--- config.mk ---
export PLATFORM = sky130hd
export DESIGN_NAME = ps2_keycode_tracker
export DESIGN_NICKNAME = d
export VERILOG_FILES = /design/src/rtl/ps2_pkg.sv /design/src/rtl/ps2_byte_rx.sv /design/src/rtl/ps2_keycode_tracker.sv
export SDC_FILE = /design/constraint.sdc
export NUM_CORES = 1
export LEC_CHECK = 0
export CAP_MARGIN = 40
export CORE_UTILIZATION = 51
export CTS_BUF_LIST = sky130_fd_sc_hd__clkbuf_4
export DETAILED_ROUTE_END_ITERATION = 6
export PLACE_DENSITY_LB_ADDON = 0.12
export SKIP_LAST_GASP = 1
export SLEW_MARGIN = 10
export SYNTH_ARGS = -nofsm -noshare
export SYNTH_HDL_FRONTEND = slang
export SYNTH_SLANG_ARGS = --single-unit
--- constraint.sdc ---
create_clock -name Clk -period 3.2 [get_ports Clk]
set_input_delay 0.32 -clock Clk [delete_from_list [all_inputs] [get_ports Clk]]
set_output_delay 0.32 -clock Clk [all_outputs]
set_load 0.01 [all_outputs]
--- src/rtl/ps2_pkg.sv ---
// Shared types, PS/2 prefix bytes, HID usage codes and the Set-2 to HID translation.
package ps2_pkg;

  typedef enum logic [1:0] {DEC_IDLE, DEC_EXT, DEC_BRK, DEC_EXT_BRK} dec_state_e;
  typedef enum logic {RX_IDLE, RX_DATA} rx_state_e;

  localparam logic [7:0] PS2_EXT = 8'hE0;
  localparam logic [7:0] PS2_BRK = 8'hF0;

  localparam logic [7:0] HID_NONE  = 8'h00;
  localparam logic [7:0] HID_A     = 8'h04;
  localparam logic [7:0] HID_D     = 8'h07;
  localparam logic [7:0] HID_S     = 8'h16;
  localparam logic [7:0] HID_W     = 8'h1A;
  localparam logic [7:0] HID_ENTER = 8'h28;
  localparam logic [7:0] HID_SPACE = 8'h2C;
  localparam logic [7:0] HID_RIGHT = 8'h4F;
  localparam logic [7:0] HID_LEFT  = 8'h50;
  localparam logic [7:0] HID_DOWN  = 8'h51;
  localparam logic [7:0] HID_UP    = 8'h52;

  // Unsupported keys map to HID_NONE so the table ignores them.
  function automatic logic [7:0] ps2_to_hid(input logic [7:0] code, input logic ext);
    logic [7:0] hid;
    hid = HID_NONE;
    if (ext) begin
      case (code)
        8'h74:   hid = HID_RIGHT;
        8'h6B:   hid = HID_LEFT;
        8'h72:   hid = HID_DOWN;
        8'h75:   hid = HID_UP;
        default: hid = HID_NONE;
      endcase
    end else begin
      case (code)
        8'h1D:   hid = HID_W;
        8'h1C:   hid = HID_A;
        8'h1B:   hid = HID_S;
        8'h23:   hid = HID_D;
        8'h29:   hid = HID_SPACE;
        8'h5A:   hid = HID_ENTER;
        default: hid = HID_NONE;
      endcase
    end
    return hid;
  endfunction

endpackage

--- src/rtl/ps2_byte_rx.sv ---
// PS/2 byte receiver: synchronisers, falling-edge detect, 11-bit framing,
// odd-parity check and an inter-edge timeout that abandons partial frames.
module ps2_byte_rx
  import ps2_pkg::*;
#(
  parameter int unsigned TIMEOUT_CYCLES = 50000
) (
  input  logic       Clk,
  input  logic       Reset,
  input  logic       ps2_clk,
  input  logic       ps2_data,
  output logic [7:0] rx_byte,
  output logic       byte_valid,
  output logic       parity_err
);

  localparam int unsigned TimeoutW = $clog2(TIMEOUT_CYCLES + 1);

  logic [2:0]          clk_sync_q;
  logic [1:0]          data_sync_q;
  rx_state_e           state_q, state_d;
  logic [3:0]          bit_cnt_q, bit_cnt_d;
  logic [8:0]          shift_q, shift_d;
  logic [TimeoutW-1:0] to_cnt_q, to_cnt_d;
  logic [7:0]          byte_q, byte_d;
  logic                valid_q, valid_d;
  logic                perr_q, perr_d;

  logic fall;
  logic data_s;

  // Index 1 is the synchronised level; index 2 is its one-cycle-old copy.
  assign fall   = clk_sync_q[2] & ~clk_sync_q[1];
  assign data_s = data_sync_q[1];

  always_comb begin
    state_d   = state_q;
    bit_cnt_d = bit_cnt_q;
    shift_d   = shift_q;
    to_cnt_d  = to_cnt_q;
    byte_d    = byte_q;
    valid_d   = 1'b0;
    perr_d    = 1'b0;
    unique case (state_q)
      RX_IDLE: begin
        to_cnt_d = '0;
        if (fall && !data_s) begin
          state_d   = RX_DATA;
          bit_cnt_d = 4'd1;
        end
      end
      RX_DATA: begin
        if (fall) begin
          to_cnt_d = '0;
          if (bit_cnt_q == 4'd10) begin
            state_d   = RX_IDLE;
            bit_cnt_d = 4'd0;
            // shift_q holds 8 data bits plus parity; odd total is required.
            if (data_s && (^shift_q)) begin
              valid_d = 1'b1;
              byte_d  = shift_q[7:0];
            end else begin
              perr_d = 1'b1;
            end
          end else begin
            shift_d   = {data_s, shift_q[8:1]};
            bit_cnt_d = bit_cnt_q + 4'd1;
          end
        end else if (to_cnt_q == TimeoutW'(TIMEOUT_CYCLES)) begin
          state_d   = RX_IDLE;
          bit_cnt_d = 4'd0;
          to_cnt_d  = '0;
        end else begin
          to_cnt_d = to_cnt_q + 1'b1;
        end
      end
      default: state_d = RX_IDLE;
    endcase
  end

  always_ff @(posedge Clk or posedge Reset) begin
    if (Reset) begin
      clk_sync_q  <= 3'b111;
      data_sync_q <= 2'b11;
      state_q     <= RX_IDLE;
      bit_cnt_q   <= 4'd0;
      shift_q     <= '0;
      to_cnt_q    <= '0;
      byte_q      <= '0;
      valid_q     <= 1'b0;
      perr_q      <= 1'b0;
    end else begin
      clk_sync_q  <= {clk_sync_q[1:0], ps2_clk};
      data_sync_q <= {data_sync_q[0], ps2_data};
      state_q     <= state_d;
      bit_cnt_q   <= bit_cnt_d;
      shift_q     <= shift_d;
      to_cnt_q    <= to_cnt_d;
      byte_q      <= byte_d;
      valid_q     <= valid_d;
      perr_q      <= perr_d;
    end
  end

  assign rx_byte    = byte_q;
  assign byte_valid = valid_q;
  assign parity_err = perr_q;

endmodule

--- src/rtl/ps2_keycode_tracker.sv ---
// PS/2 keyboard to held-key table: prefix decoder plus KEY_SLOTS-entry HID slot table.
// Define KEYCODE_COMPACT_EN to keep held keys packed from slot 0 on every break.
module ps2_keycode_tracker
  import ps2_pkg::*;
#(
  parameter int unsigned KEY_SLOTS      = 4,
  parameter int unsigned TIMEOUT_CYCLES = 50000
) (
  input  logic                   Clk,
  input  logic                   Reset,
  input  logic                   ps2_clk,
  input  logic                   ps2_data,
  output logic [8*KEY_SLOTS-1:0] keycode,
  output logic                   key_event,
  output logic                   parity_err
);

  logic [7:0] rx_byte;
  logic       rx_valid;
  logic       rx_perr;

  ps2_byte_rx #(
    .TIMEOUT_CYCLES (TIMEOUT_CYCLES)
  ) u_rx (
    .Clk        (Clk),
    .Reset      (Reset),
    .ps2_clk    (ps2_clk),
    .ps2_data   (ps2_data),
    .rx_byte    (rx_byte),
    .byte_valid (rx_valid),
    .parity_err (rx_perr)
  );

  dec_state_e dec_q, dec_d;
  logic       is_make, is_brk, is_ext;
  logic [7:0] hid;

  always_comb begin
    dec_d   = dec_q;
    is_make = 1'b0;
    is_brk  = 1'b0;
    is_ext  = 1'b0;
    if (rx_perr) begin
      dec_d = DEC_IDLE;
    end else if (rx_valid) begin
      unique case (dec_q)
        DEC_IDLE: begin
          if (rx_byte == PS2_EXT)      dec_d = DEC_EXT;
          else if (rx_byte == PS2_BRK) dec_d = DEC_BRK;
          else                         is_make = 1'b1;
        end
        DEC_EXT: begin
          if (rx_byte == PS2_BRK) begin
            dec_d = DEC_EXT_BRK;
          end else if (rx_byte != PS2_EXT) begin
            is_make = 1'b1;
            is_ext  = 1'b1;
            dec_d   = DEC_IDLE;
          end
        end
        DEC_BRK: begin
          is_brk = 1'b1;
          dec_d  = DEC_IDLE;
        end
        DEC_EXT_BRK: begin
          is_brk = 1'b1;
          is_ext = 1'b1;
          dec_d  = DEC_IDLE;
        end
        default: dec_d = DEC_IDLE;
      endcase
    end
  end

  assign hid = ps2_to_hid(rx_byte, is_ext);

  logic [KEY_SLOTS-1:0][7:0] slots_q, slots_d;
  logic                      key_event_q, key_event_d;
  logic                      present, placed, found;

  always_comb begin
    slots_d = slots_q;
    present = 1'b0;
    placed  = 1'b0;
    found   = 1'b0;
    for (int i = 0; i < int'(KEY_SLOTS); i++) begin
      if (slots_q[i] == hid) present = 1'b1;
    end
    if (is_make && (hid != HID_NONE) && !present) begin
      for (int i = 0; i < int'(KEY_SLOTS); i++) begin
        if (!placed && (slots_q[i] == HID_NONE)) begin
          slots_d[i] = hid;
          placed     = 1'b1;
        end
      end
    end
    if (is_brk && (hid != HID_NONE)) begin
`ifdef KEYCODE_COMPACT_EN
      // Makes never duplicate a code, so at most one slot matches.
      for (int i = 0; i < int'(KEY_SLOTS) - 1; i++) begin
        if (slots_q[i] == hid) found = 1'b1;
        if (found) slots_d[i] = slots_q[i+1];
      end
      if (found || (slots_q[KEY_SLOTS-1] == hid)) slots_d[KEY_SLOTS-1] = HID_NONE;
`else
      for (int i = 0; i < int'(KEY_SLOTS); i++) begin
        if (slots_q[i] == hid) begin
          slots_d[i] = HID_NONE;
          found      = 1'b1;
        end
      end
`endif
    end
    key_event_d = (slots_d != slots_q);
  end

  always_ff @(posedge Clk or posedge Reset) begin
    if (Reset) begin
      dec_q       <= DEC_IDLE;
      slots_q     <= '0;
      key_event_q <= 1'b0;
    end else begin
      dec_q       <= dec_d;
      slots_q     <= slots_d;
      key_event_q <= key_event_d;
    end
  end

  assign keycode    = slots_q;
  assign key_event  = key_event_q;
  assign parity_err = rx_perr;

endmodule

==> summary.txt, run 1 <==
Outcome
  – Outcome: finished with violations
  – Failing checks: DRC

Yosys
  – Most frequent cell after synthesis: nand2_1
  – YS warnings: 0
  – Sequential-to-total area share from yosys stat: between 40% and 50%
  – Top post-synthesis cells by count: 100 x nand2_1, 75 x dfrtp_1, 60 x nor2_1
  – Post-synth cell types: 76
  – Yosys reg bits: 80
  – EDFF count, synth: 0
  – Synthesized netlist cell count: 532
  – Mapped Avg Cell Area: ~8.8 um2
  – Async SR Flop Fraction: 100%
  – Synth top area cells: dfrtp_1 40%, nand2_1 8.0%, nor2_1 4.8%, xnor2_1 3.5%, dfstp_2 2.8%
  – Syn Nets: 540
  – Synth Flop Type: dfrtp_1
  – Mapped cell area: 4710 um2
  – Top cell type by total area after synthesis: dfrtp_1
  – Yosys top cell area share: between 30% and 40%

Clock network
  – CTS tree: built
  – Root Buffer: clkbuf_4
  – Post-CTS Hold Buffers: 0
  – Clock transition at path regs: around 150 ps
  – Clk buf depth: 2
  – H-tree depth: 3
  – Worst skew pair latency: 450 ps
  – Clock sink count: 80
  – TritonCTS Buffers: 9

GRT
  – Vias in the first global route: between 4000 and 5000
  – Largest net degree at the start of global routing: 33
  – Initial antenna violation count: 0
  – Global Route Usage Sum: 27.5%
  – GRT overflow: 0
  – First-pass GRT wire length: 20700 um

Floorplanning
  – Initial Util: 53.2%
  – Die Y: between 90 and 100 um
  – Core region area: 8850 um2
  – Area of the die: 9620 um2
  – Die Wd: 98.1 um
  – Std-Cell Rows: 34
  – I/O pin cnt: 38

Finish
  – Number of nets in the layout: 628
  – Final core occ: 65.4%
  – Area Growth Syn to Fin: 23.0%
  – Fraction of layout cells with a size suffix above 1: 19.5%
  – N_diodes: 0
  – Non-Filler Instances: 733

STA
  – Final Critical Period: 3150 ps
  – Final setup viols: 0
  – Hold Vio Cnt, Final: 0
  – Fin Clk Skew: 17.7 ps
  – F_max: 318 MHz
  – Hold Slack: a little over 200 ps
  – Worst slew pin tran: 547 ps
  – Final Cycle Share: between 90 and 100%
  – Final setup TNS: 0 ps
  – Slew Viols, Final: 0
  – Slew margin rel.: 63.5%
  – RSZ-0062 raised after global routing: true
  – Final WS setup: 53.4 ps

Place
  – GP Congestion: 0.952
  – Placed cells: 713
  – Pre-CTS setup slack: 19.3 ps
  – IO Port Bufs: 37
  – Hpwl dp: 9500 um

Worst setup path
  – Nature of the critical path startpoint: flip-flop
  – Critical path type: flip-flop to flip-flop
  – Crit end category: flip-flop
  – Critical Path Fanout Max: 8
  – Worst EP required: 3530 ps
  – Worst EP arrival: 3470 ps

Routing
  – Drt initial violations: 472
  – Final WL: between 10000 and 15000 um
  – # DRC: 1
  – Routed via count: 4341
  – Initial DRT Pass Iterations: 7
  – Vias per cell: 5.92
  – Routed len/inst: 17.4 um
  – Routed Antenna Nets: 0

Power and ir drop
  – IR drop worst, VDD: 367 uV
  – Sw frac: between 30% and 40%
  – PwrDens: 359 nW/um2
  – Switching power: 661 uW
  – Clock power frac: 26.7%
  – Logic gate share of total power: 15.9%
  – Reg power frac: between 50% and 60%
  – Internal cell power: 1.42 mW
  – Leakage Power: 2.53 nW

Flow run
  – Max cap viols: 0

Min path
  – Worst Hold Class: input port to async pin
[cell type report]
type | count | area (um2)
sequential | 80 | 2020
clock inverter | 7 | 53.8
inverter | 13 | 50.0
multi-input combinational | 418 | 2640
clock buffer | 9 | 67.6
tap | 108 | 135
timing repair buffer | 98 | 828
fill | 746 | 3060
[flip-flops by register name (all words and copies together), names as in the netlist]
| register | flops |
|---|---|
| u_rx.byte_valid | 1 |
| u_rx.state_q | 1 |
| dec_q | 2 |
| keycode | 32 |
| u_rx.data_sync_q | 2 |
| u_rx.bit_cnt_q | 4 |
| u_rx.clk_sync_q | 3 |
| key_event | 1 |
| u_rx.parity_err | 1 |
| u_rx.rx_byte | 8 |
| u_rx.to_cnt_q | 16 |
| u_rx.shift_q | 9 |
[path summary, 6_finish.rpt]
| check | startpoint | endpoint | slack, ps | cells past startpoint |
|---|---|---|---|---|
| setup / recovery | u_rx.rx_byte[0]$_DFFE_PP0P_ | keycode[20]$_DFF_PP0_ | 50 | 13 |
| hold / removal | Reset | u_rx.parity_err$_DFF_PP0_ | 200 | 2 |
| setup reg to reg | u_rx.rx_byte[0]$_DFFE_PP0P_ | keycode[20]$_DFF_PP0_ | 50 | 13 |
| hold reg to reg | u_rx.data_sync_q[0]$_DFF_PP1_ | u_rx.data_sync_q[1]$_DFF_PP1_ | 350 | 0 |
| max in group asynchronous | Reset | keycode[5]$_DFF_PP0_ | 2230 | 3 |
| min in group Clk | ps2_clk | u_rx.clk_sync_q[0]$_DFF_PP1_ | 270 | 1 |
[stage by stage]
stage | cell area [um2] | total power, mW
floorplan | 4710 | 1.46
global placement | 5540 | 1.52
detailed placement | 5540 | 1.54
CTS | 5670 | 2.09
global route | 5790 | 2.18
finish | 5790 | 2.08
[power groups by stage]
| stage | clock [mW] | sequential [mW] | combinational [mW] |
|---|---|---|---|
| finish | 0.555 | 1.19 | 0.331 |
| detailed placement | 0 | 1.21 | 0.331 |
| global placement | 0 | 1.20 | 0.317 |
| floorplan | 0 | 1.19 | 0.277 |
| global route | 0.602 | 1.21 | 0.374 |
| CTS | 0.573 | 1.19 | 0.331 |
[layer usage]
metal	vias to the layer above	track usage [%]	routed length (um)
met4	0	6.99	162
li1	2067	-	-
met3	22	4.58	852
met5	-	0	0
met1	2077	40.8	6020
met2	175	41.8	5710
[critical path: stages, from the launching register on]
cell	delay [ps]
dfrtp_2	480
buf_4	150
buf_4	130
nand4bb_4	220
a211oi_4	290
buf_4	180
o32a_1	310
xnor2_1	160
o21ai_1	110
nor4_4	460
nor4b_4	140
buf_4	190
a21oi_1	130
nor2_1	60
[kinds of logic after synthesis]
group | Yosys count | share of synthesized area, %
AND/OR/NAND/NOR | 272 | 30.8
AO/OA/AOI/OAI | 109 | 16.1
flip-flops | 80 | 42.7
buffers and inverters | 34 | 3.24
XOR/XNOR | 32 | 5.95
adder cells (fa/ha/maj) | 4 | 1.06
multiplexers | 1 | 0.213
[cells in the final DEF, fill, tap and decap left out, types with 4 or more instances in the layout]
| cell | netlist | routed |
|---|---|---|
| dfrtp_1 | 75 | 69 |
| a31oi_1 | 6 | 6 |
| or3b_1 | 6 | 5 |
| nand3b_1 | 9 | 9 |
| nand2_1 | 100 | 98 |
| dfrtp_2 | 0 | 6 |
| and3_1 | 6 | 6 |
| o21ai_0 | 13 | 13 |
| nand4_1 | 7 | 7 |
| nor2_1 | 60 | 60 |
| nand2b_1 | 5 | 5 |
| a21oi_1 | 23 | 23 |
| buf_4 | 3 | 61 |
| nand4b_1 | 5 | 5 |
| nor4_1 | 8 | 8 |
| xor2_1 | 13 | 13 |
| dfstp_2 | 5 | 5 |
| ha_1 | 4 | 4 |
| xnor2_1 | 19 | 19 |
| nand3_1 | 17 | 17 |
| inv_1 | 12 | 11 |
| clkdlybuf4s50_1 | 0 | 37 |
| o21ai_1 | 15 | 8 |
| nor3_1 | 9 | 8 |
| clkbuf_4 | 0 | 9 |
| o211ai_1 | 4 | 4 |
| o21a_1 | 10 | 10 |
| and2_1 | 5 | 5 |
| o21ai_2 | 1 | 8 |
[what timing repair did]
item	in CTS	in global routing
resized for setup	2	24
buffers inserted	0	4
endpoints found under the setup margin	15	29
pin swaps	0	9
(Power assumes the default switching activity.)
==> inputs of run 2 (changes only) <==
CAP_MARGIN = not set   (was 40)
CTS_BUF_LIST = not set   (was sky130_fd_sc_hd__clkbuf_4)
SKIP_CTS_REPAIR_TIMING = 1   (was not set)
==> run 2 against run 1 <==
Against the previous run: the flow still finishes with violations (DRC); non-clock buffer count rose by 4; via count is 1.1% higher; clock power grew 24%; combinational power decreased by 1%; wire length hardly changed; largest cell class unchanged.
==> summary.txt, run 2 (synthesis results as in run 1) <==
Finish
  – Flip-flop count of the largest register after layout: 32 (unchanged)
  – Finished Cell Area: 5850 um2 (+1.1%)
  – Number of nets in the layout: 632 (+0.64%)
  – Fraction of layout cells with a size suffix above 1: 19.4% (-0.12 points)
  – Multi-input logic area: 2620 um2 (-0.90%)
  – N_diodes: 0 (unchanged)
  – Area Growth Syn to Fin: 24.3%
  – Most common cell after layout, fill and taps aside: nand2_1
  – Most frequent cells in the layout: 98 x nand2_1, 69 x dfrtp_1, 65 x buf_4
  – Register area: 2020 um2 (unchanged)
  – Fillers: 742 (-0.54%)

Worst setup path
  – Worst EP arrival: 3350 ps (-120 ps)
  – Critical Path Fanout Max: 7 (-1)
  – Worst path slowest cell: dfrtp_2
  – Worst Path Buf+Inv: 2 (-2)
  – Cell family contributing the most delay on the critical path: simple AND/OR/NAND/NOR gates
  – Nature of the critical path startpoint: flip-flop
  – Worst-path cell chain: buf_4 -> nand4bb_2 -> a211oi_4 -> buf_4 -> o32a_1 -> xnor2_1 -> o21ai_1 -> nor4_4 -> nand4b_1 -> o21ai_1 -> and2_1
  – Worst EP required: 3460 ps (-70 ps)
  – Critical path type: flip-flop to flip-flop
  – Crit end category: flip-flop
  – Largest stage delay, worst path: 460 ps (-20 ps)

STA
  – Final setup viols: 0 (unchanged)
  – RSZ-0062 raised after global routing: true
  – F_max: 323 MHz (+1.7%)
  – Hold Vio Cnt, Final: 0 (unchanged)
  – Final Cycle Share: 96.7% (-1.6 points)
  – Final Critical Period: 3090 ps (-52.4 ps)
  – Slew Viols, Final: 0 (unchanged)
  – Final WS setup: 106 ps (+52.4 ps)
  – Fin Clk Skew: 13.9 ps (-3.86 ps)
  – Worst slew pin tran: 543 ps (-4.65 ps)
  – Final setup TNS: 0 ps (unchanged)
  – Slew margin rel.: 63.7% (+0.28 points)

Place
  – IO Port Bufs: 37 (unchanged)
  – Placed Area: 5540 um2 (unchanged)
  – GP Congestion: 0.952 (unchanged)
  – Hpwl dp: 9500 um (unchanged)
  – Pre-CTS setup slack: 19.3 ps (unchanged)

GRT
  – Global Route Usage Sum: 27.7% (+0.16 points)
  – Largest net degree at the start of global routing: 33 (unchanged)
  – Vias in the first global route: 4079 (+0.34%)
  – Initial antenna violation count: 0 (unchanged)
  – GRT overflow: 0 (unchanged)
  – First-pass GRT wire length: 20700 um (+0.30%)

Floorplanning
  – Core region area: 8850 um2 (unchanged)
  – Die Y: 98.1 um (unchanged)
  – I/O pin cnt: 38 (unchanged)
  – Initial Util: 53.2% (unchanged)
  – Die Wd: 98.1 um (unchanged)
  – Area of the die: 9620 um2 (unchanged)
  – Std-Cell Rows: 34 (unchanged)

Outcome
  – Outcome: finished with violations
  – Failing checks: DRC

Routing
  – Routed via count: 4390 (+1.1%)
  – Routed len/inst: 17.3 um (-0.52%)
  – Routed Antenna Nets: 0 (unchanged)
  – Drt initial violations: 427 (-9.5%)
  – # DRC: 1 (unchanged)
  – Final WL: 12700 um (about the same)
  – Initial DRT Pass Iterations: 7 (unchanged)
  – Vias per cell: 5.96 (+0.58%)

Flow run
  – Max cap viols: 0 (unchanged)

Power and ir drop
  – Leakage Power: 2.56 nW (+1.2%)
  – IR drop worst, VDD: 365 uV (-0.68%)
  – PwrDens: 377 nW/um2 (+5.1%)

Clock network
  – TritonCTS Buffers: 9 (unchanged)
  – Worst skew pair latency: 370 ps (-80 ps)
  – Clock sink count: 80 (unchanged)
  – H-tree depth: 3 (unchanged)
  – Root Buffer: clkbuf_8
  – Clock transition at path regs: 90 ps (-60 ps)
  – Clk buf depth: 2 (unchanged)
  – CTS tree: built

Min path
  – Worst Hold Class: input port to async pin
[run 2: layer usage]
layer  part of all wire [%]  wire (um)  global-route usage, %  vias up
met2                     44       5620                   41.4      180
met1                     48       6100                   40.8     2111
met5                      0          0                      0        -
met3                    6.6        836                   4.80       20
met4                    1.5        191                   8.62        0
li1                       -          -                      -     2079
[run 2: cell type report]
type / count / area share, %
clock buffer: 9 / 2.12
clock inverter: 7 / 0.919
inverter: 13 / 0.855
multi-input combinational: 418 / 44.7
sequential: 80 / 34.4
tap: 108 / 2.31
timing repair buffer: 102 / 14.7
[run 2: report_power, final]
part	leakage (nW)	internal (mW)	total [mW]	switching [mW]
registers	1.08	1.09	1.19	0.0952
logic	1.39	0.154	0.327	0.173
clock network	0.0939	0.288	0.690	0.402
[run 2: per-stage QoR]
step	hold slack, ps	instances	total power, mW	util [%]
after floorplan	324	532	1.46	-
after global placement	350	713	1.52	62.6
after detailed placement	349	713	1.54	62.6
after CTS	306	729	2.23	64.6
after global routing	342	737	2.32	66.1
final	295	737	2.21	66.1
[run 2: worst paths after layout]
path / from / to / slack, ps / depth (start not counted)
min: Reset / u_rx.to_cnt_q[4]$_DFF_PP0_ / 300 / 2
min reg2reg: u_rx.data_sync_q[0]$_DFF_PP1_ / u_rx.data_sync_q[1]$_DFF_PP1_ / 350 / 0
max reg2reg: u_rx.rx_byte[0]$_DFFE_PP0P_ / keycode[25]$_DFF_PP0_ / 110 / 11
max in group asynchronous: Reset / keycode[5]$_DFF_PP0_ / 2150 / 3
min in group Clk: u_rx.data_sync_q[0]$_DFF_PP1_ / u_rx.data_sync_q[1]$_DFF_PP1_ / 350 / 0
max: u_rx.rx_byte[0]$_DFFE_PP0P_ / keycode[25]$_DFF_PP0_ / 110 / 11
